**config.mk**
```make
export PLATFORM = sky130hd
export DESIGN_NAME = mem_access_queue
export DESIGN_NICKNAME = d
export VERILOG_FILES = /design/src/rtl/mem_access_queue_pkg.sv /design/src/rtl/mem_lane_align.sv /design/src/rtl/mem_access_queue.sv
export SDC_FILE = /design/constraint.sdc
export NUM_CORES = 1
export LEC_CHECK = 0
export CORE_MARGIN = 8
export CORE_UTILIZATION = 44
export CTS_CLUSTER_SIZE = 30
export DETAILED_ROUTE_END_ITERATION = 10
export PLACE_DENSITY_LB_ADDON = 0.3
export SKIP_LAST_GASP = 1
export SLEW_MARGIN = 20
export SYNTH_ARGS = -nofsm -noshare
export SYNTH_HDL_FRONTEND = slang
export SYNTH_SLANG_ARGS = --single-unit
```
**constraint.sdc**
```tcl
create_clock -name clk -period 3.4 [get_ports clk]
set_input_delay 0.34 -clock clk [delete_from_list [all_inputs] [get_ports clk]]
set_output_delay 0.34 -clock clk [all_outputs]
set_load 0.005 [all_outputs]
```
**src/rtl/mem_access_queue_pkg.sv**
```systemverilog
// Shared types for the data-memory access path.
// Bus request/response bundles, access sizes and address-error codes.
package mem_access_queue_pkg;

   typedef enum logic [1:0] {
      MSIZE1 = 2'd0,
      MSIZE2 = 2'd1,
      MSIZE4 = 2'd2
   } msize_t;

   typedef enum logic [4:0] {
      EX_ADEL = 5'h04,
      EX_ADES = 5'h05
   } exc_code_t;

   typedef struct packed {
      logic        valid;
      logic [31:0] addr;
      msize_t      size;
      logic [3:0]  strobe;
      logic [31:0] data;
   } dbus_req_t;

   typedef struct packed {
      logic        addr_ok;
      logic        data_ok;
      logic [31:0] data;
   } dbus_resp_t;

   function automatic logic is_misaligned(
      input msize_t     sz,
      input logic [1:0] lo
   );
      return ((sz == MSIZE2) && lo[0]) ||
             ((sz == MSIZE4) && (lo != 2'b00));
   endfunction

endpackage

```
**src/rtl/mem_lane_align.sv**
```systemverilog
// Load lane extraction: shift the addressed bytes down,
// truncate to the access size and sign- or zero-extend.
module mem_lane_align
   import mem_access_queue_pkg::*;
(
   input  logic [31:0] i_data,
   input  logic [1:0]  i_addr_lo,
   input  msize_t      i_msize,
   input  logic        i_sign,
   output logic [31:0] o_data
);

   logic [31:0] w_sh;

   assign w_sh = i_data >> {i_addr_lo, 3'b000};

   always_comb begin
      o_data = w_sh;
      unique case (i_msize)
         MSIZE1:  o_data = {{24{i_sign & w_sh[7]}}, w_sh[7:0]};
         MSIZE2:  o_data = {{16{i_sign & w_sh[15]}}, w_sh[15:0]};
         default: o_data = w_sh;
      endcase
   end

endmodule

```
**src/rtl/mem_access_queue.sv**
```systemverilog
// In-order memory access queue between the pipeline and the data bus.
// Tracks outstanding requests, reports address errors and retires in order.
module mem_access_queue
   import mem_access_queue_pkg::*;
#(
   parameter int OUTSTANDING = 2,
   parameter int TAG_W       = 5,
   parameter bit CHECK_ALIGN = 1'b1
)
(
   input  logic             clk,
   input  logic             reset,
   input  logic             in_valid,
   output logic             in_ready,
   input  logic             in_write,
   input  msize_t           in_msize,
   input  logic             in_sign,
   input  logic [31:0]      in_addr,
   input  logic [31:0]      in_wdata,
   input  logic [TAG_W-1:0] in_tag,
   input  logic             flush,
   output dbus_req_t        dreq,
   input  dbus_resp_t       dresp,
   output logic             out_valid,
   output logic [TAG_W-1:0] out_tag,
   output logic             out_write,
   output logic [31:0]      out_rdata,
   output logic             out_exc_valid,
   output exc_code_t        out_exc_code,
   output logic [31:0]      out_badvaddr
);

   localparam int PW = $clog2(OUTSTANDING);
   localparam int CW = PW + 1;

   logic [TAG_W-1:0]       r_tag   [OUTSTANDING];
   msize_t                 r_msize [OUTSTANDING];
   logic [31:0]            r_addr  [OUTSTANDING];
   logic [OUTSTANDING-1:0] r_sign;
   logic [OUTSTANDING-1:0] r_write;
   logic [OUTSTANDING-1:0] r_exc;
   logic [OUTSTANDING-1:0] r_killed;
   logic [OUTSTANDING-1:0] r_vld;
   logic [PW-1:0]          r_head;
   logic [PW-1:0]          r_tail;
   logic [CW-1:0]          r_count;

   logic             w_mis;
   logic             w_notfull;
   logic             w_empty;
   logic             w_has_exc;
   logic             w_bus_req;
   logic             w_bus_acc;
   logic             w_exc_acc;
   logic             w_head_exc;
   logic             w_ret_bus;
   logic             w_bypass;
   logic             w_deq;
   logic             w_enq;
   logic             w_r_kill;
   logic             w_r_write;
   logic             w_r_sign;
   msize_t           w_r_msize;
   logic [31:0]      w_r_addr;
   logic [TAG_W-1:0] w_r_tag;
   logic [31:0]      w_ldata;

   assign w_mis     = CHECK_ALIGN && is_misaligned(in_msize, in_addr[1:0]);
   assign w_notfull = r_count < CW'(OUTSTANDING);
   assign w_empty   = (r_count == '0);
   assign w_has_exc = |(r_vld & r_exc);

   // Bus issue stalls while an error entry is queued, so a data_ok
   // can never arrive while an error entry occupies the head.
   assign w_bus_req = !reset && in_valid && !w_mis && !flush &&
                      w_notfull && !w_has_exc;
   assign w_bus_acc = w_bus_req && dresp.addr_ok;
   assign w_exc_acc = !reset && in_valid && w_mis && !flush && w_notfull;
   assign in_ready  = w_bus_acc || w_exc_acc;

   assign w_head_exc = !reset && !w_empty && r_exc[r_head];
   assign w_ret_bus  = !reset && !w_empty && !r_exc[r_head] &&
                       dresp.data_ok;
   assign w_bypass   = w_empty && w_bus_acc && dresp.data_ok;
   assign w_deq      = w_head_exc || w_ret_bus;
   assign w_enq      = in_ready && !w_bypass;

   assign w_r_tag   = w_bypass ? in_tag   : r_tag[r_head];
   assign w_r_msize = w_bypass ? in_msize : r_msize[r_head];
   assign w_r_addr  = w_bypass ? in_addr  : r_addr[r_head];
   assign w_r_sign  = w_bypass ? in_sign  : r_sign[r_head];
   assign w_r_write = w_bypass ? in_write : r_write[r_head];
   assign w_r_kill  = !w_bypass && (r_killed[r_head] || flush);

   mem_lane_align u_align (
      .i_data    (dresp.data),
      .i_addr_lo (w_r_addr[1:0]),
      .i_msize   (w_r_msize),
      .i_sign    (w_r_sign),
      .o_data    (w_ldata)
   );

   always_comb begin
      out_valid     = (w_deq || w_bypass) && !w_r_kill;
      out_exc_valid = w_head_exc && !w_r_kill;
      out_tag       = out_valid ? w_r_tag : '0;
      out_write     = out_valid && w_r_write;
      out_rdata     = '0;
      if (out_valid && !w_r_write && !w_head_exc) out_rdata = w_ldata;
      out_exc_code  = exc_code_t'(5'd0);
      if (out_exc_valid) out_exc_code = w_r_write ? EX_ADES : EX_ADEL;
      out_badvaddr  = out_exc_valid ? w_r_addr : '0;
   end

   always_comb begin
      dreq       = '0;
      dreq.valid = w_bus_req;
      if (!reset) begin
         dreq.addr = in_addr;
         dreq.size = in_msize;
         if (in_write) begin
            unique case (in_msize)
               MSIZE1: begin
                  dreq.strobe = 4'b0001 << in_addr[1:0];
                  dreq.data   = {4{in_wdata[7:0]}};
               end
               MSIZE2: begin
                  dreq.strobe = 4'b0011 << in_addr[1:0];
                  dreq.data   = {2{in_wdata[15:0]}};
               end
               default: begin
                  dreq.strobe = 4'b1111;
                  dreq.data   = in_wdata;
               end
            endcase
         end
      end
   end

   always_ff @(posedge clk) begin
      if (reset) begin
         r_head   <= '0;
         r_tail   <= '0;
         r_count  <= '0;
         r_sign   <= '0;
         r_write  <= '0;
         r_exc    <= '0;
         r_killed <= '0;
         r_vld    <= '0;
         for (int i = 0; i < OUTSTANDING; i++) begin
            r_tag[i]   <= '0;
            r_msize[i] <= MSIZE1;
            r_addr[i]  <= '0;
         end
      end else begin
         if (flush) r_killed <= r_killed | r_vld;
         if (w_enq) begin
            r_tag[r_tail]    <= in_tag;
            r_msize[r_tail]  <= in_msize;
            r_addr[r_tail]   <= in_addr;
            r_sign[r_tail]   <= in_sign;
            r_write[r_tail]  <= in_write;
            r_exc[r_tail]    <= w_mis;
            r_killed[r_tail] <= 1'b0;
            r_vld[r_tail]    <= 1'b1;
            r_tail           <= r_tail + PW'(1);
         end
         if (w_deq) begin
            r_vld[r_head] <= 1'b0;
            r_head        <= r_head + PW'(1);
         end
         if (w_enq && !w_deq) r_count <= r_count + CW'(1);
         else if (!w_enq && w_deq) r_count <= r_count - CW'(1);
      end
   end

endmodule

```
==> Flow_metrics.wiki <==
{| class="wikitable"
! Metric !! Value
|-
| Power per Cell Area || 305.5 nW/um^2
|-
| Part of the Yosys area used for sequential elements || 42.21%
|-
| First-pass GRT wire length || 31750 um
|-
| Standby leakage power || 4.156 nW
|-
| Hold wc startpoint || r_killed[0]
|-
| Met3 global-route usage || 5.156%
|-
| Overall track demand over capacity in global routing || 21.43%
|-
| Share of power burned in the clock network || 32.5%
|-
| Number of distinct library cells after synthesis || 53
|-
| Number of antenna violations at the first check in global routing || 0
|-
| Hold-fix buffers, CTS || 0
|-
| Layout Skew || 7.952 ps
|-
| Utilization after layout || 69.81%
|-
| R2R cell count || 6
|-
| Initial cell density of the core || 45.11%
|-
| Max-cap check violation count || 0
|-
| Clock Latency Late Sink || 330 ps
|-
| Layer with the highest usage || met2
|-
| Critical Path End Type || output pin
|-
| Synthesis-to-layout area growth || 54.78%
|-
| Switching power summed over all nets || 0.0007694 W
|-
| Yosys warning count || 0
|-
| TritonCTS Buffers || 9
|-
| Total setup violations reported at the end of the flow || 3
|-
| Synth Cell Area || 6261 um^2
|-
| Die width || 135.3 um
|-
| Unrepaired setup endpoints after global routing || yes
|-
| Port Buffers || 256
|-
| Critical-path maximum fanout || 6
|-
| Post-synth EDFFs || 78
|-
| Met1 Usage GRT || 25.94%
|-
| Highest Clock Rate || 289.1 MHz
|-
| Largest family of logic cells by synthesized area || simple AND/OR/NAND/NOR gates
|-
| DR WL/cell || 17.59 um
|-
| Vertical die dimension || 135.3 um
|-
| Detailed-route vias per instance || 5.250
|-
| DP Wirelength || 15580 um
|-
| Floorplan Core Area || 13880 um^2
|-
| Maximum clock insertion buffer count || 2
|-
| Critical path launch point type || input pin
|-
| Number of synthesized register bits || 93
|-
| Min-Delay Path Class || flip-flop to flip-flop
|-
| Clock root buffer master || sky130_fd_sc_hd__clkbuf_16
|-
| Fraction of final layout cells sized beyond drive strength 1 || 13.03%
|-
| Compound-Gate Fraction of Synth Area || 13.17%
|-
| Count of nets after finishing || 1105
|-
| Clk sink count || 93
|-
| Post-synth top area share || 37.41%
|-
| Area contributors post-synth || sky130_fd_sc_hd__edfxtp_1, sky130_fd_sc_hd__mux2i_1, sky130_fd_sc_hd__nor2_1
|-
| Count of antenna diodes in the layout || 0
|-
| Post-synth ARST share || 0%
|-
| Synthesized-area fraction occupied by xor and xnor cells || 0.4197%
|-
| Pin count of the biggest net entering global routing || 63
|-
| Die Outline Area || 18300 um^2
|-
| Worst vdd rail ir drop || 0.0002169 V
|-
| Global-route congestion overflow total || 0
|-
| Min setup slack post-route || -58.54 ps
|-
| Post-route fraction of the period consumed by the critical path || 101.7%
|-
| Most common flop cell mapped by yosys || sky130_fd_sc_hd__edfxtp_1
|-
| Post-DRT Antenna Nets || 0
|-
| Final slew viol count || 0
|-
| Via count of the first global-routing pass || 6019
|-
| Final-layout fill cell count || 1082
|-
| Sequential share of power || 44.1%
|-
| Routability congestion estimate || 0.9126
|-
| Number of primary I/O pins || 260
|-
| Share of synthesized cell area in full adder, half adder and majority cells || 0.1998%
|-
| Number of DRC violations after detailed routing || 0
|-
| Detailed-router iteration count before antenna repair || 5
|-
| CTS tree || yes
|-
| Worst endpoint required time || 3060 ps
|-
| Site Rows || 43
|-
| Cell count after synthesis || 720
|-
| Biggest area consumer among synthesized cells || sky130_fd_sc_hd__edfxtp_1
|-
| Transition at the pin with the smallest max-transition slack || 635.0 ps
|-
| Overall via count from detail_route || 6184
|-
| Area share of and/or/nand/nor cells after synthesis || 24.66%
|-
| Power Internal || 0.002191 W
|-
| Clock-pin transition on the worst setup and hold timing paths || 70 ps
|-
| Critical path startpoint || in_valid
|-
| First DRT Iteration DRCs || 426
|-
| Level count of the clock H-tree || 3
|-
| Status || finished, violations left
|-
| Portion of total power attributed to combinational logic || 23.4%
|-
| Mux cell area share after synthesis || 12.73%
|-
| Proportion of total power due to net switching || 25.99%
|-
| Number of failing hold endpoints at the final stage || 0
|-
| Worst rel slew slack || 57.58%
|-
| Number of stages on the worst hold path || 2
|-
| Violations in the final reports || setup timing
|-
| Data arrival, critical path || 3120 ps
|-
| Clock period minus final worst setup slack || 3459 ps
|-
| Mean instance size in the synthesized netlist || 8.696 um^2
|-
| Worst setup path class || input pin to output pin
|-
| Total wire length || 20720 um
|-
| Origin of the critical flop-to-flop path || r_count[1]
|-
| Met2 usage || 37.55%
|-
| Worst hold slack after final layout || 470.0 ps
|}
-- worst max-delay path: stages --
cell	delay, ps
sky130_fd_sc_hd__clkdlybuf4s50_1	480
sky130_fd_sc_hd__or4b_4	500
sky130_fd_sc_hd__nand2b_4	210
sky130_fd_sc_hd__nor4_4	190
sky130_fd_sc_hd__or2_1	200
sky130_fd_sc_hd__buf_4	160
sky130_fd_sc_hd__mux2_2	350
sky130_fd_sc_hd__a22oi_1	140
sky130_fd_sc_hd__o21ai_0	90
sky130_fd_sc_hd__clkdlybuf4s50_1	450
-- cells by family after synthesis --
kind of cell	after synthesis
AOI/OAI and AO/OA	125
adders and majority gates	1
and+or+nand+nor	326
DFF	93
other	1
buffers and inverters	95
xor gates and xnor gates	3
muxes	76
-- cells in the mapped netlist, drive strengths merged, types with 2 or more instances --
cell type  number
clkbuf         32
o21ai          33
a311oi          9
or3             3
xor2            3
nor2          149
a22oi           9
nand2          79
and3            6
nand2b         43
mux2i          60
dfxtp          15
a21oi          27
and2           15
a211oi         32
mux2           16
nand3b          6
nor2b           4
o2bb2ai         4
edfxtp         78
a32oi           3
nand3           6
buf            25
a211o           2
inv            38
nor4            5
or2             3
nor3            4
-- final timing paths --
kind	endpoint	slack (ps)
min	r_killed[0]	470
max	out_rdata[11]	-60
max reg2reg	r_addr[0][7]	1040
min reg2reg	r_killed[0]	470
-- layout by cell type, fill, tap and decap left out, drive strengths merged, types with 2 or more instances in the layout --
| master | count |
|---|---|
| clkdlybuf4s50 | 223 |
| nor2 | 149 |
| nand2 | 79 |
| edfxtp | 78 |
| mux2i | 60 |
| buf | 60 |
| nand2b | 43 |
| inv | 43 |
| o21ai | 33 |
| a211oi | 32 |
| a21oi | 27 |
| clkbuf | 19 |
| dlymetal6s2s | 16 |
| mux2 | 16 |
| and2 | 15 |
| dfxtp | 15 |
| dlygate4sd2 | 10 |
| a22oi | 9 |
| a311oi | 9 |
| and3 | 6 |
| nand3b | 6 |
| nand3 | 6 |
| nor4 | 5 |
| o2bb2ai | 4 |
| nor2b | 4 |
| nor3 | 4 |
| or3 | 3 |
| xor2 | 3 |
| conb | 3 |
| a32oi | 3 |
| or2 | 3 |
| a211o | 2 |
-- timing repair --
action                                  4_1_cts  5_1_grt
gates cloned                                  0        1
gates resized for setup                      25       39
pin swaps                                     1        6
buffers inserted                              1        6
endpoints found under the setup margin       34       27
-- metrics by stage --
stage	setup slack (ps)	setup TNS [ps]	instance area (um^2)	total power, W	instances
global placement	-227.6	-5784	9255	0.001998	1154
finish	-58.54	-89.22	9691	0.002960	1178
detailed placement	-277.6	-7134	9255	0.002005	1154
global route	-198.2	-1051	9691	0.003088	1178
floorplan	590.9	0	6269	0.001641	722
CTS	-128.2	-1129	9570	0.002961	1171
-- power groups by stage --
stage | clock (W) | sequential (W) | combinational, W
finish | 0.000962 | 0.00131 | 0.000693
global route | 0.00102 | 0.00131 | 0.000753
CTS | 0.000973 | 0.00131 | 0.000683
detailed placement | 0 | 0.00133 | 0.000675
global placement | 0 | 0.00133 | 0.000670
floorplan | 0 | 0.00132 | 0.000319
-- registers in the layout, summed over array words and instances, names as in the netlist, named ones only --
| register | flops |
|---|---|
| r_sign | 2 |
| r_addr | 64 |
| r_tag | 10 |
| r_write | 2 |
| r_killed | 2 |
| r_head | 1 |
| r_count | 2 |
| r_tail | 1 |
| r_msize | 4 |
| r_exc | 2 |
| r_vld | 2 |
-- per-layer routing --
metal | vias to the layer above | share of wire, %
met1 | 2872 | 41
met2 | 247 | 50
li1 | 3044 | -
met4 | 0 | 1.3
met3 | 21 | 7.7
met5 | - | 0
-- cell type report --
class                      instances  area, um^2  share of cell area [%]
multi-input combinational        534        3293                   33.98
tap                              180       225.2                   2.324
clock inverter                     5       36.28                  0.3744
clock buffer                      11       252.7                   2.608
sequential                        93        2644                   27.28
timing repair buffer             317        3097                   31.96
inverter                          38       142.6                   1.472
Power figures use the tool's default switching activity.
==> edit: new RTL, same flow settings <==
Set the parameter `CHECK_ALIGN` to 1'b0 (it was 1'b1).
--- a/src/rtl/mem_access_queue.sv
+++ b/src/rtl/mem_access_queue.sv
@@ -5,7 +5,7 @@
 #(
    parameter int OUTSTANDING = 2,
    parameter int TAG_W       = 5,
-   parameter bit CHECK_ALIGN = 1'b1
+   parameter bit CHECK_ALIGN = 1'b0
 )
 (
    input  logic             clk,
Function: changed (a bounded check fails within 4 cycles, from zero or initial values and one cycle with reset high).
==> edit against the original RTL <==
  * The flow still finishes with violations (setup timing)
  * Hold slack got worse by 18 ps
  * Global-route usage increased by 0.30 points
  * Clock power decreased by 4.7%
  * Die area increased by 0.67%
  * Routed wire length rose by 0.69%
  * Sequential cell count is the same
  * Power decreased by 4.5%
  * Setup slack got worse by 18 ps
  * Final area grew 0.49%
  * Synthesized area grew 0.76%
  * Largest cell class unchanged
==> edit: results (changes against the original RTL) <==
power:
  ir_drop_mv: 0.3221  # was 0.2169 mV
  leakage_nw: 4.098  # was 4.156 nW
yosys:
  synthTopCellsByCount: "nor2_1 (149), edfxtp_1 (78), mux2i_1 (64)"  # was nor2_1 (148), nand2_1 (79), edfxtp_1 (78)
  yosysWarnings: 0  # unchanged
  ys_types: 49  # was 53
  netlist_top_cells_area: "edfxtp_1 (37%), mux2i_1 (10%), nor2_1 (8.9%), dfxtp_1 (4.8%), a211oi_1 (4.5%)"  # was edfxtp_1 (37%), mux2i_1 (9.4%), nor2_1 (8.9%), dfxtp_1 (4.8%), nand2_1 (4.7%)
  synthFlopType: "edfxtp_1"  # unchanged
  seq_area_frac_synth: 0.4189  # was 0.4221
finish:
  nFillCells: 1108  # was 1082
  reg_top3: "r_addr (64), r_tag (10), r_msize (4)"  # unchanged
  drive_above_1_share: 0.1262  # was 0.1303
  fin_nets: 1082  # was 1105
sta:
  fin_ws_ps: -76.74  # was -58.54 ps
  tightestPinTransition_ps: 633.7  # was 635.0 ps
  setup_violations: 7  # was 3
run_status:
  status: "complete, but fails checks"  # unchanged
  failed_checks: "setup timing"  # unchanged
global_routing:
  grt_pass1_wl_um: 31890  # was 31750 µm
  grt_max_degree: 58  # was 63
  track_usage: 0.2173  # was 0.2143
clock_tree:
  worstSkewPairLatency_ps: 350  # was 330 ps
  numCtsBuffers: 9  # unchanged
route:
  first_iter_violations: 405  # was 426
  vias: 6118  # was 6184
  totalWireLength_um: 20870  # was 20720 µm
placement:
  hpwl_um: 15650  # was 15580 µm
  gp_congestion: 0.8650  # was 0.9126
setup_path:
  max_stage_delay_ps: 540  # was 500 ps
  critPathArrivalTime_ps: 3140  # was 3120 ps
  crit_family: "buffers and inverters"  # was simple AND/OR/NAND/NOR gates
  cp_slowest_cell: "clkdlybuf4s50_1"  # was or4b_4
==> edit: final timing paths <==
path | from | to | slack, ps | cells past startpoint
max | in_valid | out_rdata[27] | -80 | 9
min | r_exc[1] | r_exc[1] | 450 | 2
max reg2reg | r_head | r_count[1] | 1000 | 5
min reg2reg | r_exc[1] | r_exc[1] | 450 | 2
==> edit: tightest hold or removal path: cells and delay by family (launching register included) <==
kind | cells | cell delay [ps]
buffers and inverters | 1 | 50
AND/OR/NAND/NOR | 1 | 30
flip-flops | 1 | 330
==> edit: area by class of cell <==
type                    count  area (µm²)  share of cell area
clock buffers              11       232.7             0.02390
multi-input cells         509        3317              0.3406
clock inverters             5       37.54            0.003855
flip-flops and latches     93        2645              0.2716
repair buffers            313        3115              0.3199
inverters                  44       165.2             0.01696
well taps                 180       225.2             0.02313
==> edit: per-layer routing <==
| metal | vias to the layer above | part of all wire | track usage |
|---|---|---|---|
| met5 | - | 0 | 0 |
| met1 | 2877 | 0.40 | 0.2539 |
| li1 | 2993 | - | - |
| met2 | 225 | 0.50 | 0.3770 |
| met3 | 23 | 0.083 | 0.06343 |
| met4 | 0 | 0.014 | 0.06292 |
==> edit: power breakdown <==
group	switching (W)	leakage, nW	internal [W]
Sequential	0.0000164	0.929	0.00127
Combinational	0.000283	3.04	0.000340
Clock	0.000419	0.126	0.000498
==> edit: timing repair <==
| action | in CTS | in global routing |
|---|---|---|
| pin swaps | 4 | 5 |
| gates cloned | 1 | 0 |
| gates resized for setup | 10 | 23 |
| setup endpoints to repair | 31 | 30 |
| hold buffers | 0 | 0 |
| setup buffers | 1 | 3 |
==> edit: cell families (layout without fill, tap and decap cells) <==
logic type / after synthesis / in the layout / synth area share
AO/OA/AOI/OAI: 136 / 136 / 0.1521
XOR/XNOR: 3 / 3 / 0.004166
adder cells (fa/ha/maj): 1 / 1 / 0.001983
buffers and inverters: 102 / 373 / 0.06763
flip-flops: 93 / 93 / 0.4189
multiplexers: 88 / 88 / 0.1474
other: 1 / 3 / 0.0005944
AND/OR/NAND/NOR: 278 / 278 / 0.2073
==> edit: metrics by stage <==
stage	setup TNS (ps)	total power [W]	hold WS, ps	cells	setup WS, ps
floorplan	0	0.001579	417.7	704	706.6
global placement	-2653	0.001920	431.8	1134	-137.1
detailed placement	-3472	0.001925	440.7	1134	-170.2
CTS	-721.2	0.002842	451.1	1152	-79.95
global route	-1517	0.002937	470.4	1155	-211.3
finish	-330.2	0.002828	452.4	1155	-76.74
